`src/rtl/parking_gate_ctrl_if.sv`:
```
// Bundle between the sensor/keypad front end and the gate controller.
// The master side drives sensors, keypad and PIN table; the slave side drives actuator/alarm outputs.
interface parking_gate_ctrl_if #(
   parameter int PIN_W     = 16,
   parameter int N_USERS   = 4,
   parameter int MAX_TRIES = 3
);
   localparam int CNT_W = $clog2(MAX_TRIES + 1);
   localparam int UID_W = $clog2(N_USERS);

   logic                     car_arrive;
   logic                     car_pass;
   logic                     pin_valid;
   logic [PIN_W-1:0]         pin;
   logic [N_USERS*PIN_W-1:0] user_pins;
   logic [PIN_W-1:0]         admin_pin;
   logic                     gate_open;
   logic                     wrong_pin_alarm;
   logic                     lock_alarm;
   logic                     gate_timeout;
   logic [CNT_W-1:0]         fail_cnt;
   logic [UID_W-1:0]         user_id;

   modport master (
      output car_arrive, car_pass, pin_valid, pin, user_pins, admin_pin,
      input  gate_open, wrong_pin_alarm, lock_alarm, gate_timeout, fail_cnt, user_id
   );
   modport slave (
      input  car_arrive, car_pass, pin_valid, pin, user_pins, admin_pin,
      output gate_open, wrong_pin_alarm, lock_alarm, gate_timeout, fail_cnt, user_id
   );
endinterface

```
`src/rtl/parking_gate_ctrl.sv`:
```
// Parking entrance gate controller: PIN check against a user table, failure lockout with
// admin recovery, tailgate blocking and a timed auto-close of the open gate.
module parking_gate_ctrl #(
   parameter int PIN_W       = 16,
   parameter int N_USERS     = 4,
   parameter int MAX_TRIES   = 3,
   parameter int WARN_AT     = 2,
   parameter int OPEN_CYCLES = 8
) (
   input logic            clk,
   input logic            rst,
   parking_gate_ctrl_if.slave gif
);
   localparam int CNT_W = $clog2(MAX_TRIES + 1);
   localparam int UID_W = $clog2(N_USERS);
   localparam int TMR_W = $clog2(OPEN_CYCLES + 1);

   typedef enum logic [1:0] {IDLE, WAIT_PIN, OPEN, BLOCKED} state_t;

   state_t           state, state_nxt;
   logic [TMR_W-1:0] timer, timer_nxt;
   logic [CNT_W-1:0] fail_cnt, fail_nxt, fail_inc;
   logic [UID_W-1:0] user_id, uid_nxt, hit_idx;
   logic             warn, warn_nxt, tmo, tmo_nxt;
   logic [N_USERS-1:0] hit;

   for (genvar k = 0; k < N_USERS; k++) begin : g_slot
      assign hit[k] = (gif.user_pins[k*PIN_W +: PIN_W] == gif.pin);
   end

   // Duplicate PINs resolve to the lowest slot.
   always_comb begin
      hit_idx = '0;
      for (int k = N_USERS - 1; k >= 0; k--)
         if (hit[k]) hit_idx = UID_W'(k);
   end

   // Saturating increment; reaching MAX_TRIES always leaves WAIT_PIN, so this is belt-and-braces.
   assign fail_inc = (fail_cnt == CNT_W'(MAX_TRIES)) ? fail_cnt : fail_cnt + CNT_W'(1);

   always_comb begin
      state_nxt = state;
      timer_nxt = '0;
      fail_nxt  = fail_cnt;
      warn_nxt  = warn;
      uid_nxt   = user_id;
      tmo_nxt   = 1'b0;
      unique case (state)
         IDLE: begin
            if (gif.car_arrive) state_nxt = gif.car_pass ? BLOCKED : WAIT_PIN;
         end
         WAIT_PIN: begin
            if (gif.car_pass) begin
               state_nxt = BLOCKED;
            end else if (gif.pin_valid) begin
               if (|hit) begin
                  state_nxt = OPEN;
                  fail_nxt  = '0;
                  warn_nxt  = 1'b0;
                  uid_nxt   = hit_idx;
               end else begin
                  fail_nxt = fail_inc;
                  warn_nxt = (fail_inc >= CNT_W'(WARN_AT));
                  if (fail_inc == CNT_W'(MAX_TRIES)) state_nxt = BLOCKED;
               end
            end
         end
         OPEN: begin
            if (gif.car_pass) begin
               state_nxt = IDLE;
            end else if (timer == TMR_W'(OPEN_CYCLES - 1)) begin
               state_nxt = IDLE;
               tmo_nxt   = 1'b1;
            end else begin
               timer_nxt = timer + TMR_W'(1);
            end
         end
         BLOCKED: begin
            if (gif.pin_valid && gif.pin == gif.admin_pin) begin
               state_nxt = IDLE;
               fail_nxt  = '0;
               warn_nxt  = 1'b0;
            end
         end
         default: state_nxt = IDLE;
      endcase
   end

   always_ff @(posedge clk) begin
      if (rst) begin
         state    <= IDLE;
         timer    <= '0;
         fail_cnt <= '0;
         warn     <= 1'b0;
         user_id  <= '0;
         tmo      <= 1'b0;
      end else begin
         state    <= state_nxt;
         timer    <= timer_nxt;
         fail_cnt <= fail_nxt;
         warn     <= warn_nxt;
         user_id  <= uid_nxt;
         tmo      <= tmo_nxt;
      end
   end

   assign gif.gate_open       = (state == OPEN);
   assign gif.lock_alarm      = (state == BLOCKED);
   assign gif.wrong_pin_alarm = warn;
   assign gif.gate_timeout    = tmo;
   assign gif.fail_cnt        = fail_cnt;
   assign gif.user_id         = user_id;
endmodule
```
`src/flat_wrapper.sv`:
```
// flat-port wrapper written by rule: the top's interface ports become plain ports
module parking_gate_ctrl_flat 
#(
   parameter int PIN_W       = 16,
   parameter int N_USERS     = 4,
   parameter int MAX_TRIES   = 3,
   parameter int WARN_AT     = 2,
   parameter int OPEN_CYCLES = 8
)
  (clk, rst, gif_car_arrive, gif_car_pass, gif_pin_valid, gif_pin, gif_user_pins, gif_admin_pin, gif_gate_open, gif_wrong_pin_alarm, gif_lock_alarm, gif_gate_timeout, gif_fail_cnt, gif_user_id);
  parking_gate_ctrl_if #(.PIN_W(PIN_W), .N_USERS(N_USERS), .MAX_TRIES(MAX_TRIES)) gif_i ();
  input logic clk;
  input logic rst;
  input wire logic [$bits(gif_i.car_arrive)-1:0] gif_car_arrive;
  input wire logic [$bits(gif_i.car_pass)-1:0] gif_car_pass;
  input wire logic [$bits(gif_i.pin_valid)-1:0] gif_pin_valid;
  input wire logic [$bits(gif_i.pin)-1:0] gif_pin;
  input wire logic [$bits(gif_i.user_pins)-1:0] gif_user_pins;
  input wire logic [$bits(gif_i.admin_pin)-1:0] gif_admin_pin;
  output wire logic [$bits(gif_i.gate_open)-1:0] gif_gate_open;
  output wire logic [$bits(gif_i.wrong_pin_alarm)-1:0] gif_wrong_pin_alarm;
  output wire logic [$bits(gif_i.lock_alarm)-1:0] gif_lock_alarm;
  output wire logic [$bits(gif_i.gate_timeout)-1:0] gif_gate_timeout;
  output wire logic [$bits(gif_i.fail_cnt)-1:0] gif_fail_cnt;
  output wire logic [$bits(gif_i.user_id)-1:0] gif_user_id;
  assign gif_i.car_arrive = gif_car_arrive;
  assign gif_i.car_pass = gif_car_pass;
  assign gif_i.pin_valid = gif_pin_valid;
  assign gif_i.pin = gif_pin;
  assign gif_i.user_pins = gif_user_pins;
  assign gif_i.admin_pin = gif_admin_pin;
  assign gif_gate_open = gif_i.gate_open;
  assign gif_wrong_pin_alarm = gif_i.wrong_pin_alarm;
  assign gif_lock_alarm = gif_i.lock_alarm;
  assign gif_gate_timeout = gif_i.gate_timeout;
  assign gif_fail_cnt = gif_i.fail_cnt;
  assign gif_user_id = gif_i.user_id;
  parking_gate_ctrl #(.PIN_W(PIN_W), .N_USERS(N_USERS), .MAX_TRIES(MAX_TRIES), .WARN_AT(WARN_AT), .OPEN_CYCLES(OPEN_CYCLES)) u_core (.clk(clk), .rst(rst), .gif(gif_i));
endmodule
```
`config.mk`:
```
export PLATFORM = sky130hd
export DESIGN_NAME = parking_gate_ctrl_flat
export DESIGN_NICKNAME = d
export VERILOG_FILES = /design/src/rtl/parking_gate_ctrl_if.sv /design/src/rtl/parking_gate_ctrl.sv /design/src/flat_wrapper.sv
export SDC_FILE = /design/constraint.sdc
export NUM_CORES = 1
export LEC_CHECK = 0
export BUFFER_PORTS_ARGS = -buffer_cell sky130_fd_sc_hd__buf_2
export CAP_MARGIN = 20
export CORE_ASPECT_RATIO = 1.4
export CORE_UTILIZATION = 40
export CTS_BUF_LIST = sky130_fd_sc_hd__clkbuf_4 sky130_fd_sc_hd__clkbuf_8
export DETAILED_ROUTE_END_ITERATION = 8
export HOLD_SLACK_MARGIN = 0.08
export PLACE_DENSITY = 0.86
export SYNTH_ARGS = -nofsm -noshare
export SYNTH_HDL_FRONTEND = slang
export SYNTH_SLANG_ARGS = --single-unit
```
`constraint.sdc`:
```
create_clock -name clk -period 3.47 [get_ports clk]
set_clock_uncertainty 0.2 [all_clocks]
set_input_delay 0.5205 -clock clk [delete_from_list [all_inputs] [get_ports clk]]
set_output_delay 0.5205 -clock clk [all_outputs]
set_load 0.1 [all_outputs]
```
# Yosys cells after proc, flatten, opt, wreduce, memory -nomap -nowiden
# Index checks and enable logic that the tools add are counted.
[word_totals]
regBits = 12
inputBits = 101
output_inout_bits = 8
wordCells = 63
[op_classes]
n_addsub = 2
n_lt_le_gt_ge = 1
n_eq_ne = 18
n_mux = 25
n_bitwise = 2
n_reduce_logical = 9
[ops]
columns = ["operator", "n"]
rows = [
  ["equality test 16 bit", 5],
  ["2-to-1 mux 2 bit", 17],
  ["equality test 2 bit (second input constant)", 4],
  ["case mux 2 bit (4 select lines)", 1],
  ["AND reduction 4 bit", 2],
  ["OR reduction 4 bit", 2],
  ["!= test 2 bit (second input constant)", 3],
  ["2-to-1 mux 1 bit", 5],
  ["AND reduction 5 bit", 1],
  ["adder 4 x 1 -> 4 bit (second input constant)", 1],
  ["equality test 4 x 3 -> 1 bit (second input constant)", 1],
  ["!= test 4 x 2 -> 1 bit (second input constant)", 1],
  ["case mux 2 bit (2 select lines)", 1],
  ["!= test 3 x 2 -> 1 bit (second input constant)", 1],
  ["!= test 3 bit (second input constant)", 1],
  ["OR reduction 3 bit", 1],
  ["adder 2 x 1 -> 2 bit (second input constant)", 1],
  ["equality test 2 x 1 -> 1 bit (second input constant)", 1],
  ["greater-or-equal comparator 2 bit (second input constant)", 1],
  ["zero test 2 bit", 1],
  ["!= test 2 x 1 -> 1 bit (second input constant)", 1],
  ["NOT 1 bit", 2],
  ["case mux 1 bit (2 select lines)", 1],
  ["nonzero test 2 bit", 1],
  ["logical AND 1 bit", 1],
]

# Longest topological paths before layout
[depth]
ltp_word = 8
depth_mapped = 7
depth_no_buf = 7

# Worst setup path before layout
# OpenSTA, ideal clock, no wires.
[synth_timing]
path_type = "register to register"
startpoint = "register u_core.state[1]"
endpoint = "register u_core.timer[2]"
setup_time_ps = 72
arrival_time_ps = 2285
required_time_ps = 3198
slack_ps = 913
stages_incl_launch_ff = 5
n_path_buf = 0
period_less_slack_ps = 2557
cell_sequence = "dfxtp_1 > inv_1 > nor2_1 > nand3_1 > nor2_1"
[synth_between]
elab_chain_cells = 3
[synth_lines]
columns = ["item", "line", "text"]
rows = [
  ["from (decl)", "parking_gate_ctrl.sv:20", "state_t state, state_nxt;"],
  ["from (signal assigned)", "parking_gate_ctrl.sv:98", "state <= state_nxt;"],
  ["equality test 2 bit", "--", ""],
  ["via gif_gate_open", "flat_wrapper.sv:20", "output wire logic [$bits(gif_i.gate_open)-1:0] gif_gate_open;"],
  ["NOT 1 bit (no source line)", "--", ""],
  ["OR reduction 4 bit (no source line)", "--", ""],
  ["to (signal assigned)", "parking_gate_ctrl.sv:99", "timer <= timer_nxt;"],
  ["to (decl)", "parking_gate_ctrl.sv:21", "logic [TMR_W-1:0] timer, timer_nxt;"],
]
# The timed path passes the listed nets, and every way through them passes these cells.
# A chain may end at the register's enable or synchronous reset.

# Worst setup path after layout
[layout_timing]
startpoint = "register u_core.state[1]"
endpoint = "output gif_gate_open"
[layout_between]
elab_chain_cells = 1
[layout_lines]
columns = ["item", "line", "text"]
rows = [
  ["equality test 2 bit", "parking_gate_ctrl.sv:107", "assign gif.gate_open = (state == OPEN);"],
  ["to (decl)", "flat_wrapper.sv:20", ""],
]
# No other way between the ends.

==> metrics.md <==
| Metric | Value |
|---|---|
| Hold-fix buffers, CTS | `0` |
| Antenna violations before repair | `0` |
| Int Power | `0.0003201 W` |
| FF+latch count, synth | `11` |
| Reg-to-Reg Start | `u_core.state[0]` |
| Synth top area cells | `xor2_1, dfxtp_1, xnor2_1` |
| Count of input and output buffers | `108` |
| Max Clk Rate | `463.2 MHz` |
| Worst hold endpoint | `u_core.timer[0]` |
| Worst-path clk slew | `50 ps` |
| Post-CTS sizing | `0` |
| Ys async rst share | `0%` |
| WS Path Type | `register to primary output` |
| Core Region | `3676 um^2` |
| Post-synth EDFFs | `0` |
| Avg Cell Area, Syn | `8.239 um^2` |
| Combinational Power Share | `44.4%` |
| Pin count of the biggest net entering global routing | `10` |
| Hold WS | `257.2 ps` |
| Final setup fails | `0` |
| Peak per-stage delay on the critical path | `460 ps` |
| Hold_sp | `u_core.timer[0]` |
| Via count | `1650` |
| Vias in the first global route | `1616` |
| Hold path cells | `1` |
| Slew of the pin with the lowest slew margin | `491.0 ps` |
| RD Place Congestion | `0.9155` |
| Antenna Nets Post-Route | `0` |
| Slew headroom | `67.49%` |
| Reg2Reg Depth | `5` |
| CTS tree | `yes` |
| PD cells | `241.3 nW/um^2` |
| Crit Path Max Fanout | `7` |
| Clock Sinks | `11` |
| Post-detail-place hpwl | `3.978 mm` |
| Post-Syn Instances | `188` |
| Warning count from the yosys run | `0` |
| Worst VDD drop | `0.0002342 V` |
| Drc violations | `0` |
| Mapped cell area | `1549 um^2` |
| CP cell instances | `inv_1, nor2_1, buf_2` |
| # Post-CTS Setup Buffers | `0` |
| P_leak | `1.009 nW` |
| Area of the multi-input gates | `1191 um^2` |
| Sequential power share | `27.9%` |
| CP required | `2750 ps` |
| CTS H-tree lvls | `1` |
| CP startpoint kind | `register` |
| Filler Cell Count | `345` |
| Die area | `4129 um^2` |
| Final hold vios | `0` |
| Worst Setup End Kind | `primary output` |
| Overall routed net length | `4.483 mm` |
| Total grt overflow | `0` |
| Reg2reg end | `u_core.gif.wrong_pin_alarm` |
| First-pass GRT wire length | `6.920 mm` |
| Starting Density | `42.14%` |
| Share of total power in the clock network | `27.6%` |
| Synth top area share | `39.01%` |
| Period utilization | `62.22%` |
| TritonRoute pass-1 iters | `4` |
| FP Rows | `26` |
| Die W | `54.60 um` |
| Cell family with most CP delay | `buffers and inverters` |
| Final #Nets | `385` |
| Crit path buf inv count | `2` |
| DR vias/cell | `5.093` |
| GRT Total Usage | `23.19%` |
| Fin cells | `324` |
| Clock root buffer | `clkbuf_8` |
| Psw | `0.0001771 W` |
| Drt wl/cell | `13.84 um` |
| Placed cell count | `320` |
| Main flop type after synthesis | `dfxtp_1` |
| Status | `finished, final reports clean` |
| Max-slew violation count | `0` |
| Sw Share | `35.62%` |
| RSZ-0062 raised after global routing | `false` |
| Die height | `75.63 um` |
| Ports | `109` |
| Layout cells sized above 1 | `42.20%` |
| Max-cap violations | `0` |
| Total CTS buffers | `3` |
| Worst EP arrival | `1440 ps` |
| Sequential share of the synthesized area | `14.22%` |
| Distinct cell type count after synthesis | `35` |
| Worst setup margin | `1311 ps` |
| Setup TNS | `0 ps` |
| Reg area | `220.2 um^2` |
| R2R setup slack | `1760 ps` |
| Clock Latency Late Sink | `240 ps` |
| Iter 0 DRT Violations | `29` |
| Area Overhead vs Synth | `33.04%` |
| N_diodes | `0` |
| Slowest-stage cell, CP | `buf_2` |
| Min Tclk post-route | `2159 ps` |
| Synth area leader | `xor2_1` |
| Clk buf depth | `2` |
| Hold crit path type | `register to register` |
| Post-Syn Nets | `290` |
| Dpl ws | `1127 ps` |
-- power groups by stage --
stage	clock [W]	combinational [W]	sequential, W
detailed placement	0	0.000221	0.000141
global placement	0	0.000217	0.000141
finish	0.000137	0.000221	0.000139
CTS	0.000139	0.000222	0.000138
global route	0.000145	0.000240	0.000139
floorplan	0	0.000139	0.000145
-- logic make-up (layout without fill, tap and decap cells) --
group | after synthesis | after routing | synth area share [%]
AOI/OAI and AO/OA | 16 | 16 | 7.674
xor gates and xnor gates | 82 | 82 | 46.37
adders and majority gates | 1 | 1 | 0.8076
buffers and inverters | 20 | 114 | 8.885
DFF | 11 | 11 | 14.22
and+or+nand+nor | 58 | 58 | 22.05
-- state kept, by name (all words and copies together) (netlist names) --
register                    cells
u_core.gif.wrong_pin_alarm      1
u_core.timer                    4
u_core.gif.gate_timeout         1
u_core.gif.user_id              2
u_core.gif.fail_cnt             1
u_core.state                    2
-- metrics by stage --
stage | area, um^2 | util [%] | power (W)
floorplan | 1549 | - | 0.0002845
global placement | 2012 | 54.73 | 0.0003576
detailed placement | 2012 | 54.73 | 0.0003613
CTS | 2061 | 56.06 | 0.0004991
global route | 2061 | 56.06 | 0.0005245
finish | 2061 | 56.06 | 0.0004972
-- synthesized netlist by cell type (2+ instances only) --
cell type / number
xor2_1: 69
nor4_1: 15
nor2_1: 14
xnor2_1: 13
dfxtp_1: 11
buf_2: 8
nand4_1: 7
buf_6: 5
a21oi_1: 4
buf_4: 4
nand2_1: 3
nand3_1: 3
a21o_1: 2
a32o_1: 2
inv_1: 2
nand2b_1: 2
nor2b_1: 2
nor3_1: 2
nor4_2: 2
o21ai_0: 2
o32ai_1: 2
-- cells in the final DEF (no fill, tap or decap), types with 3 or more instances in the layout --
master and count:
a21oi_1 4, buf_2 108, clkbuf_8 3, dfxtp_1 11, nand2_1 3, nand3_1 3
nand4_1 7, nor2_1 14, nor4_1 15, xnor2_1 13, xor2_1 69
-- worst max-delay path by stage --
stage | endpoint | slack (ps) | startpoint | cells after the start
after floorplan | u_core.timer[2] | 910 | u_core.state[1] | 4
after global placement | u_core.gif.wrong_pin_alarm | 1150 | gif_pin[8] | 7
after detailed placement | u_core.gif.wrong_pin_alarm | 1130 | gif_pin[10] | 7
after CTS | gif_gate_open | 1310 | u_core.state[1] | 3
after global routing | gif_gate_open | 1210 | u_core.state[1] | 3
final | gif_gate_open | 1310 | u_core.state[1] | 3
-- cell type report --
class | count | area share, %
well taps | 42 | 2.550
repair buffers | 108 | 26.23
clock buffers | 4 | 2.368
inverters | 2 | 0.3643
multi-input cells | 157 | 57.80
flip-flops and latches | 11 | 10.69
-- routing by layer --
metal | global-route usage (%) | vias up | share of wire (%)
li1 | - | 823 | -
met1 | 22.90 | 742 | 36
met2 | 45.92 | 75 | 56
met3 | 3.393 | 10 | 5.0
met4 | 8.547 | 0 | 2.7
met5 | 0 | - | 0
No activity file was read; power rests on OpenSTA's default activity.
